### config.mk
export PLATFORM = sky130hd
export DESIGN_NAME = snake_move
export DESIGN_NICKNAME = d
export VERILOG_FILES = /design/src/rtl/snake_move.sv
export SDC_FILE = /design/constraint.sdc
export NUM_CORES = 1
export LEC_CHECK = 0
export CAP_MARGIN = 20
export CORE_MARGIN = 2
export CORE_UTILIZATION = 30
export CTS_BUF_LIST = sky130_fd_sc_hd__clkbuf_4
export CTS_CLUSTER_DIAMETER = 200
export DETAILED_ROUTE_END_ITERATION = 8
export SLEW_MARGIN = 15
export SYNTH_ARGS = -nofsm -noshare
export SYNTH_HDL_FRONTEND = slang
export SYNTH_SLANG_ARGS = --single-unit
### constraint.sdc
create_clock -name clk -period 11.12 [get_ports clk]
set_input_delay 1.668 -clock clk [delete_from_list [all_inputs] [get_ports clk]]
set_output_delay 1.668 -clock clk [all_outputs]
set_load 0.02 [all_outputs]
### src/rtl/snake_move.sv
// Snake movement engine: step timing, direction filtering, body shift,
// growth and wall/self collision detection for a GRID_W x GRID_H playfield.
module snake_move #(
    parameter int GRID_W  = 32,
    parameter int GRID_H  = 24,
    parameter int MAX_LEN = 16,
    parameter int P_SLOW  = 50_000_000,
    parameter int P_MED   = 25_000_000,
    parameter int P_FAST  = 12_500_000
) (
    input  logic       clk,
    input  logic       reset,
    input  logic [1:0] game_state,
    input  logic [3:0] BTN,
    input  logic [2:0] SW,
    input  logic [4:0] food_x,
    input  logic [4:0] food_y,
    input  logic [3:0] qry_idx,
    output logic [4:0] seg_x,
    output logic [4:0] seg_y,
    output logic       seg_valid,
    output logic [4:0] head_x,
    output logic [4:0] head_y,
    output logic [4:0] length,
    output logic       step,
    output logic       ate_food,
    output logic       hit_wall,
    output logic       hit_self
);

    typedef enum logic [1:0] {
        GS_START   = 2'b00,
        GS_PAUSE   = 2'b01,
        GS_OVER    = 2'b10,
        GS_PLAYING = 2'b11
    } game_state_t;

    typedef enum logic [1:0] {DIR_UP, DIR_DOWN, DIR_LEFT, DIR_RIGHT} dir_t;

    localparam logic [4:0]  X_MAX    = 5'(GRID_W - 1);
    localparam logic [4:0]  Y_MAX    = 5'(GRID_H - 1);
    localparam logic [4:0]  LEN_MAX  = 5'(MAX_LEN);
    localparam logic [31:0] PER_SLOW = 32'(P_SLOW);
    localparam logic [31:0] PER_MED  = 32'(P_MED);
    localparam logic [31:0] PER_FAST = 32'(P_FAST);

    function automatic dir_t opposite(input dir_t d);
        case (d)
            DIR_UP:   return DIR_DOWN;
            DIR_DOWN: return DIR_UP;
            DIR_LEFT: return DIR_RIGHT;
            default:  return DIR_LEFT;
        endcase
    endfunction

    function automatic logic [4:0] init_x(input int unsigned i);
        return (i < 3) ? 5'(16 - i) : '0;
    endfunction

    function automatic logic [4:0] init_y(input int unsigned i);
        return (i < 3) ? 5'd12 : '0;
    endfunction

    logic [4:0]  seg_x_q [MAX_LEN];
    logic [4:0]  seg_x_d [MAX_LEN];
    logic [4:0]  seg_y_q [MAX_LEN];
    logic [4:0]  seg_y_d [MAX_LEN];
    logic [4:0]  len_q, len_d;
    dir_t        dir_q, dir_d, pend_q, pend_d;
    logic [31:0] cnt_q, cnt_d;
    logic        step_q, step_d, ate_q, ate_d;
    logic        hit_wall_q, hit_wall_d, hit_self_q, hit_self_d;

    logic [31:0] period;
    dir_t        req_dir, pend_eff;
    logic [4:0]  nx, ny;
    logic        wall, food_hit, grow, self_hit;

    // Evaluate the candidate move: period, filtered direction, next head, collisions
    always_comb begin
        period = PER_SLOW;
        if (SW[2])      period = PER_FAST;
        else if (SW[1]) period = PER_MED;

        req_dir = DIR_RIGHT;
        if (BTN[0])      req_dir = DIR_UP;
        else if (BTN[1]) req_dir = DIR_DOWN;
        else if (BTN[2]) req_dir = DIR_LEFT;

        // A request arriving on the tick cycle itself steers that tick's move
        pend_eff = pend_q;
        if ((|BTN) && (req_dir != opposite(dir_q))) pend_eff = req_dir;

        nx   = seg_x_q[0];
        ny   = seg_y_q[0];
        wall = 1'b0;
        case (pend_eff)
            DIR_UP:    if (ny == '0)    wall = 1'b1; else ny = ny - 5'd1;
            DIR_DOWN:  if (ny == Y_MAX) wall = 1'b1; else ny = ny + 5'd1;
            DIR_LEFT:  if (nx == '0)    wall = 1'b1; else nx = nx - 5'd1;
            default:   if (nx == X_MAX) wall = 1'b1; else nx = nx + 5'd1;
        endcase

        food_hit = (nx == food_x) && (ny == food_y);
        grow     = food_hit && (len_q < LEN_MAX);

        // The tail cell only blocks when the snake grows and therefore keeps it
        self_hit = 1'b0;
        for (int unsigned i = 1; i < MAX_LEN; i++) begin
            if (((i + 2 <= 32'(len_q)) || (grow && (i + 1 == 32'(len_q)))) &&
                (seg_x_q[i] == nx) && (seg_y_q[i] == ny))
                self_hit = 1'b1;
        end
    end

    // Next-state selection driven by the game FSM state
    always_comb begin
        seg_x_d    = seg_x_q;
        seg_y_d    = seg_y_q;
        len_d      = len_q;
        dir_d      = dir_q;
        pend_d     = pend_q;
        cnt_d      = cnt_q;
        step_d     = 1'b0;
        ate_d      = 1'b0;
        hit_wall_d = hit_wall_q;
        hit_self_d = hit_self_q;

        case (game_state_t'(game_state))
            GS_START: begin
                for (int unsigned i = 0; i < MAX_LEN; i++) begin
                    seg_x_d[i] = init_x(i);
                    seg_y_d[i] = init_y(i);
                end
                len_d      = 5'd3;
                dir_d      = DIR_RIGHT;
                pend_d     = DIR_RIGHT;
                cnt_d      = '0;
                hit_wall_d = 1'b0;
                hit_self_d = 1'b0;
            end
            GS_PLAYING: begin
                pend_d = pend_eff;
                // >= so that a period lowered mid-count cannot run the counter past its compare
                if (cnt_q >= period - 32'd1) begin
                    cnt_d = '0;
                    dir_d = pend_eff;
                    if (wall) begin
                        hit_wall_d = 1'b1;
                    end else if (self_hit) begin
                        hit_self_d = 1'b1;
                    end else begin
                        for (int unsigned i = 1; i < MAX_LEN; i++) begin
                            seg_x_d[i] = seg_x_q[i-1];
                            seg_y_d[i] = seg_y_q[i-1];
                        end
                        seg_x_d[0] = nx;
                        seg_y_d[0] = ny;
                        step_d     = 1'b1;
                        ate_d      = food_hit;
                        if (grow) len_d = len_q + 5'd1;
                    end
                end else begin
                    cnt_d = cnt_q + 32'd1;
                end
            end
            default: ;
        endcase
    end

    // State register with asynchronous reset to the initial snake
    always_ff @(posedge clk or posedge reset) begin
        if (reset) begin
            for (int unsigned i = 0; i < MAX_LEN; i++) begin
                seg_x_q[i] <= init_x(i);
                seg_y_q[i] <= init_y(i);
            end
            len_q      <= 5'd3;
            dir_q      <= DIR_RIGHT;
            pend_q     <= DIR_RIGHT;
            cnt_q      <= '0;
            step_q     <= 1'b0;
            ate_q      <= 1'b0;
            hit_wall_q <= 1'b0;
            hit_self_q <= 1'b0;
        end else begin
            seg_x_q    <= seg_x_d;
            seg_y_q    <= seg_y_d;
            len_q      <= len_d;
            dir_q      <= dir_d;
            pend_q     <= pend_d;
            cnt_q      <= cnt_d;
            step_q     <= step_d;
            ate_q      <= ate_d;
            hit_wall_q <= hit_wall_d;
            hit_self_q <= hit_self_d;
        end
    end

    // Output drive and combinational segment read port
    always_comb begin
        seg_x     = seg_x_q[qry_idx];
        seg_y     = seg_y_q[qry_idx];
        seg_valid = ({1'b0, qry_idx} < len_q);
        head_x    = seg_x_q[0];
        head_y    = seg_y_q[0];
        length    = len_q;
        step      = step_q;
        ate_food  = ate_q;
        hit_wall  = hit_wall_q;
        hit_self  = hit_self_q;
    end

endmodule

Yosys cells after proc, flatten, opt, wreduce, memory -nomap -nowiden --
Cells that the tools add are included.
Word-level totals: bits in registers 205, input port bits 25, output and inout bits 30, word-level logic and storage cells 276
Cells by class: add/subtract/negate cells 7, magnitude comparators 19, equal/unequal tests 61, multiplexer cells 72, bitwise gates (word level) 1, reduce and logical (&&, ||, !) cells 76
Operator list (count):
- $mux 80 | 6
- $pmux 80 s2 | 2
- $eq 5x5->1 | 32
- $pmux 32 s2 | 1
- $mux 5 | 12
- $mux 26 | 2
- $logic_and 1x1->1 | 48
- $bmux 5 s4 | 2
- $eq 4x5->1 const A | 8
- $le 4x5->1 const A | 8
- $mux 1 | 33
- $add 32x1->32 const B | 1
- $ge 32x32->1 | 1
- $mux 32 | 1
- $sub 32x1->32 const B | 1
- $pmux 5 s2 | 3
- $eq 3x5->1 const A | 4
- $le 3x5->1 const A | 4
- $add 5x1->5 const B | 3
- $logic_or 1x1->1 | 15
- $ne 2x2->1 const B | 6
- $eq 2x5->1 const A | 2
- $eq 5x5->1 const B | 2
- $le 5x5->1 const A | 2
- other kinds (24) | 37

Longest topological paths before layout --
depth in word-level cells 35, mapped depth 21, depth with buffers taken out 15

Least setup slack after synthesis --
Ideal clock, no wire load.
path type in2reg, start in BTN[1], end reg seg_x_q[4] (netlist name), setup time 0.119 ns, data arrival time 5.105 ns, data required time 11.001 ns, setup slack 5.896 ns, stages 17, path buffers 5, cells stage by stage buf_2 > a311oi_4 > nand2_1 > a311oi_2 > mux2_4 > buf_6 > xnor3_1 > a31oi_1 > a32oi_1 > o2111ai_1 > nor4b_4 > o2111ai_4 > nor2_4 > buf_6 > buf_8 > buf_8 > o21ai_2
On the way: cells in the longest elaborated chain, start to end 32, elaborated cells between the ends (all ways) 125, classes of those cells 37 x eq/ne; 21 x mux; 67 x reduce/logical
Ends and longest elaborated chain:
- start, declared | RTL line 14 | input logic [3:0] BTN,
- $mux 2 | RTL line 87 | else if (BTN[1]) req_dir = DIR_DOWN;
- $mux 2 | RTL line 86 | if (BTN[0]) req_dir = DIR_UP;
- $ne 2x2->1 | RTL line 92 | if ((|BTN) && (req_dir != opposite(dir_q))) pend_eff = req_dir;
- $logic_and 1x1->1 | RTL line 92
- $mux 2 * | RTL line 92
- $eq 2x1->1 or $logic_not 2->1 (tied branches) | RTL line 97 | case (pend_eff)
- $reduce_or 2->1 (no line)
- $pmux 5 s2 | RTL line 97
- (+2 left out)
- $logic_and 1x1->1 | RTL line 105 | grow = food_hit && (len_q < LEN_MAX);
- $logic_and 1x1->1 | RTL line 110 | if (((i + 2 <= 32'(len_q)) || (grow && (i + 1 == 32'(len_q)))) &&
- $logic_or 1x1->1 | RTL line 110
- $logic_and 1x1->1 | RTL line 110
- $logic_and 1x1->1 | RTL line 111 | (seg_x_q[i] == nx) && (seg_y_q[i] == ny))
- $mux 1 (15 in series) | RTL line 110
- $ne 2x2->1 (no line)
- $reduce_and 4->1 (no line) *
- end signal, assigned by index | RTL line 175 | seg_x_q[i] <= init_x(i);
- end signal, assigned | RTL line 187 | seg_x_q <= seg_x_d;
- end, declared | RTL line 64 | logic [4:0] seg_x_q [MAX_LEN];
Mark *: on every way between the ends. The rest lies on a longest branch, timed or not. A chain may end at the register's enable or synchronous reset.

Worst setup path in the final report --
start in BTN[1], end reg seg_y_q, in the netlist head_y[3]
On the way: cells in the longest elaborated chain, start to end 32, elaborated cells between the ends (all ways) 129, classes of those cells 37 x eq/ne; 25 x mux; 67 x reduce/logical
Ends and longest elaborated chain:
- $mux 2 | RTL line 87
- $mux 2 | RTL line 86
- $ne 2x2->1 | RTL line 92
- $logic_and 1x1->1 | RTL line 92
- $mux 2 * | RTL line 92
- $eq 2x1->1 or $logic_not 2->1 (tied branches) | RTL line 97
- $reduce_or 2->1 (no line)
- $pmux 5 s2 | RTL line 97
- (+2 left out)
- $logic_and 1x1->1 | RTL line 105
- $logic_and 1x1->1 | RTL line 110
- $logic_or 1x1->1 | RTL line 110
- $logic_and 1x1->1 | RTL line 110
- $logic_and 1x1->1 | RTL line 111
- $mux 1 (15 in series) | RTL line 110
- $ne 2x2->1 (no line)
- $reduce_and 4->1 (no line)
- end signal, assigned by index | RTL line 176 | seg_y_q[i] <= init_y(i);
- end signal, assigned | RTL line 188 | seg_y_q <= seg_y_d;
- end, declared | RTL line 66 | logic [4:0] seg_y_q [MAX_LEN];
Mark *: on every way between the ends. The rest lies on a longest branch, timed or not. The select of a mux whose other input is x is not followed.

==> reports/metrics.csv <==
metric,value,unit
start_kind,input port,
cts.clk_slew.worst_paths,60,ps
ioPinCount,55,
highest_layer,met4,
worst-setup-path-type,input port to flip-flop,
io_buffers,53,
cap_violations,0,
overflow,0,
wl_met3,4260,um
hold_ws,517,ps
multi_input_area,0.00885,mm^2
syn_inst,1631,
synth_cell_types,106,
htreeDepth,2,
dr.pass1.iters,6,
synth_top_area_share,31.0,%
drv_slew,0,
clock_latency,810,ps
drive_gt1_share,15.0,%
outcome,completed,
antenna_found_initial,1,
syn2layout_area_growth,11.8,%
drc,0,
synth_top_cell_by_area,dfrtp_1,
final-hold-violation-count,0,
cpPeakStageDelay,800,ps
dieWidth,227,um
holdBufCountCts,0,
synth_flop_cell,dfrtp_1,
peakVddDrop,0.0603,mV
drt-met1-wl,21800,um
grt_pass1_vias,13000,
critPathRequiredTime,11810,ps
design.die.area,0.0515,mm^2
ys_seq_area_share,34.6,%
clk_path_buf_depth,3,
cts_root_buffer,clkbuf_4,
nets,1691,
num_rows,81,
wl_met2,23300,um
tightestPinTransition,1090,ps
wire_per_inst,21.6,um
dp.cells,2236,
rsz0062_at_grt,no,
chipHeight,227,um
fmaxAchievable,132,MHz
crit_chain,"clkdlybuf4s50_1, o21a_1, mux2i_4, o311a_1, o21ai_1, nand3_1, o2111ai_1, nor2_1, nand3_2, o211ai_1, a221oi_2, o2111a_4, buf_4, a211oi_1, a21oi_2",
setup_tns,0,ps
stdcell_count,2354,
endpoint_kind,flip-flop,
ys_top_cells_by_area,"dfrtp_1 31%, mux4_2 7.6%, nand3_1 6.2%",
drtIter0Drc,1369,
cp_slowest_cell,clkdlybuf4s50_1,
placed_area,0.0158,mm^2
ctsResizeCount,0,
cts_sinks,205,
grtUsageTotal,19.8,%
final_area,0.0167,mm^2
start_util,30.4,%
cts-buffers-inserted,61,
totalWireLength,51000,um
min_period_over_period,68.4,%
pwr_density_cell,109,mW/mm^2
worstPathMaxFanout,62,
yosys_warnings,0,
period_needed,7600,ps
crit_family,compound AO/OA/AOI/OAI gates,
dp_hpwl,34000,um
hold_class,flip-flop to flip-flop,
path_buf_inv,2,
leakagePower,6.44,nW
async_flop_share,100,%
cts_tree,done,
fillerInstances,5056,
avgSynthCellArea,9.14,um^2
regArea,0.00515,mm^2
critPathArrivalTime,8300,ps
dr_total_vias,13500,
place_congestion,0.942,
antenna_left,0,
setup_violations,0,
synth_edf_count,0,
vias_per_cell,5.72,
total_power,1.81,mW
relSlewSlack,25.4,%
grt_start_max_net_pins,128,
syn_area,0.0149,mm^2
grt_pass1_wl,78900,um
ys_ff_latch,205,
fp.coreArea,0.0491,mm^2
cts_setup_buffers,0,
skew,69.5,ps
## cell type report
cell class | count | area share, %
clock inverters | 19 | 0.653
repair buffers | 73 | 4.26
inverters | 77 | 1.79
multi-input cells | 1219 | 53.1
clock buffers | 96 | 4.32
diodes | 1 | 0.0150
well taps | 664 | 4.98
flip-flops and latches | 205 | 30.9
## metrics by stage
stage	setup WS, ps	utilization, %
4_1_cts	3700	33.9
3_5_place_dp	2890	32.2
3_3_place_gp	2990	32.2
2_1_floorplan	3890	-
5_1_grt	3310	34.0
6_report	3520	34.0
## flip-flops by register name, summed over array words and instances, names as in the netlist
name,flops
dir_q,2
step,1
ate_food,1
head_y,5
cnt_q,32
length,5
hit_self,1
hit_wall,1
seg_x_q,75
head_x,5
pend_q,2
seg_y_q,75
## cell usage after synthesis, drive strengths merged (11+ instances only)
| cell type | instances |
|---|---|
| clkbuf | 75 |
| inv | 76 |
| mux2i | 11 |
| or4 | 12 |
| xnor3 | 14 |
| nand2b | 17 |
| nor2 | 84 |
| nand2 | 151 |
| a211oi | 12 |
| o31ai | 57 |
| nand4 | 26 |
| a21oi | 38 |
| o21ai | 147 |
| buf | 56 |
| dfrtp | 185 |
| dfstp | 20 |
| nor2b | 11 |
| ha | 29 |
| nor3 | 41 |
| nor4 | 20 |
| mux4 | 50 |
| xnor2 | 99 |
| nand3 | 188 |
| a21o | 11 |
| xor2 | 36 |
## power breakdown
part | switching [mW] | leakage (nW) | total (mW) | internal, mW
Combinational | 0.180 | 3.15 | 0.272 | 0.0919
Sequential | 0.00716 | 2.79 | 0.757 | 0.749
Clock | 0.370 | 0.490 | 0.785 | 0.415
## metal layers
metal | up-vias | track usage [%]
met4 | 0 | 6.85
met1 | 6664 | 27.1
met2 | 660 | 31.3
met5 | - | 0
li1 | 6007 | -
met3 | 124 | 3.86
## worst paths after layout
kind,from,endpoint,slack [ps],cells past startpoint
worst max-delay path,BTN[1],head_y[3],3520,15
worst min-delay path,hit_self,hit_self,520,2
worst max register to register,head_x[1],head_y[3],4480,15
worst min register to register,hit_self,hit_self,520,2
max in group asynchronous,reset,seg_y_q[67],8260,4
min in group asynchronous,reset,seg_y_q[15],1500,2
## cells in the final DEF, fill, tap and decap left out, types with 5 or more instances in the layout
master | netlist | layout
a211oi_1 | 12 | 12
a21o_1 | 11 | 11
a21oi_1 | 35 | 34
a31oi_1 | 8 | 8
and3_1 | 7 | 7
buf_4 | 18 | 18
clkbuf_4 | 0 | 96
clkdlybuf4s50_1 | 0 | 51
clkinv_1 | 1 | 15
dfrtp_1 | 185 | 185
dfstp_2 | 20 | 20
ha_1 | 29 | 29
inv_1 | 75 | 74
mux2i_1 | 10 | 10
mux4_2 | 50 | 50
nand2_1 | 151 | 151
nand2b_1 | 15 | 14
nand3_1 | 186 | 186
nand4_1 | 26 | 26
nand4b_1 | 5 | 5
nor2_1 | 82 | 81
nor2b_1 | 11 | 11
nor3_1 | 41 | 41
nor4_1 | 19 | 19
nor4b_1 | 6 | 6
o2111ai_1 | 6 | 6
o211a_1 | 5 | 5
o211ai_1 | 8 | 8
o21ai_0 | 132 | 132
o21ai_1 | 7 | 7
o21ai_2 | 8 | 8
o22ai_1 | 8 | 8
o31ai_1 | 49 | 49
o31ai_2 | 8 | 8
or2_2 | 6 | 6
or3_1 | 10 | 10
or4_1 | 12 | 12
xnor2_1 | 97 | 97
xnor3_1 | 14 | 14
xor2_1 | 36 | 36
## logic make-up after synthesis
kind of cell	after synthesis	synth area share, %
AOI/OAI and AO/OA	377	17.7
xor gates and xnor gates	149	10.1
adders and majority gates	29	2.43
buffers and inverters	208	6.37
DFF	205	34.6
muxes	64	8.62
other	2	0.0504
and+or+nand+nor	597	20.1
## worst min-delay path, cell delays in order (launching register included)
cell,delay (ps)
dfrtp_1,350
nand2_1,50
o21ai_0,70
(Power assumes the default switching activity.)
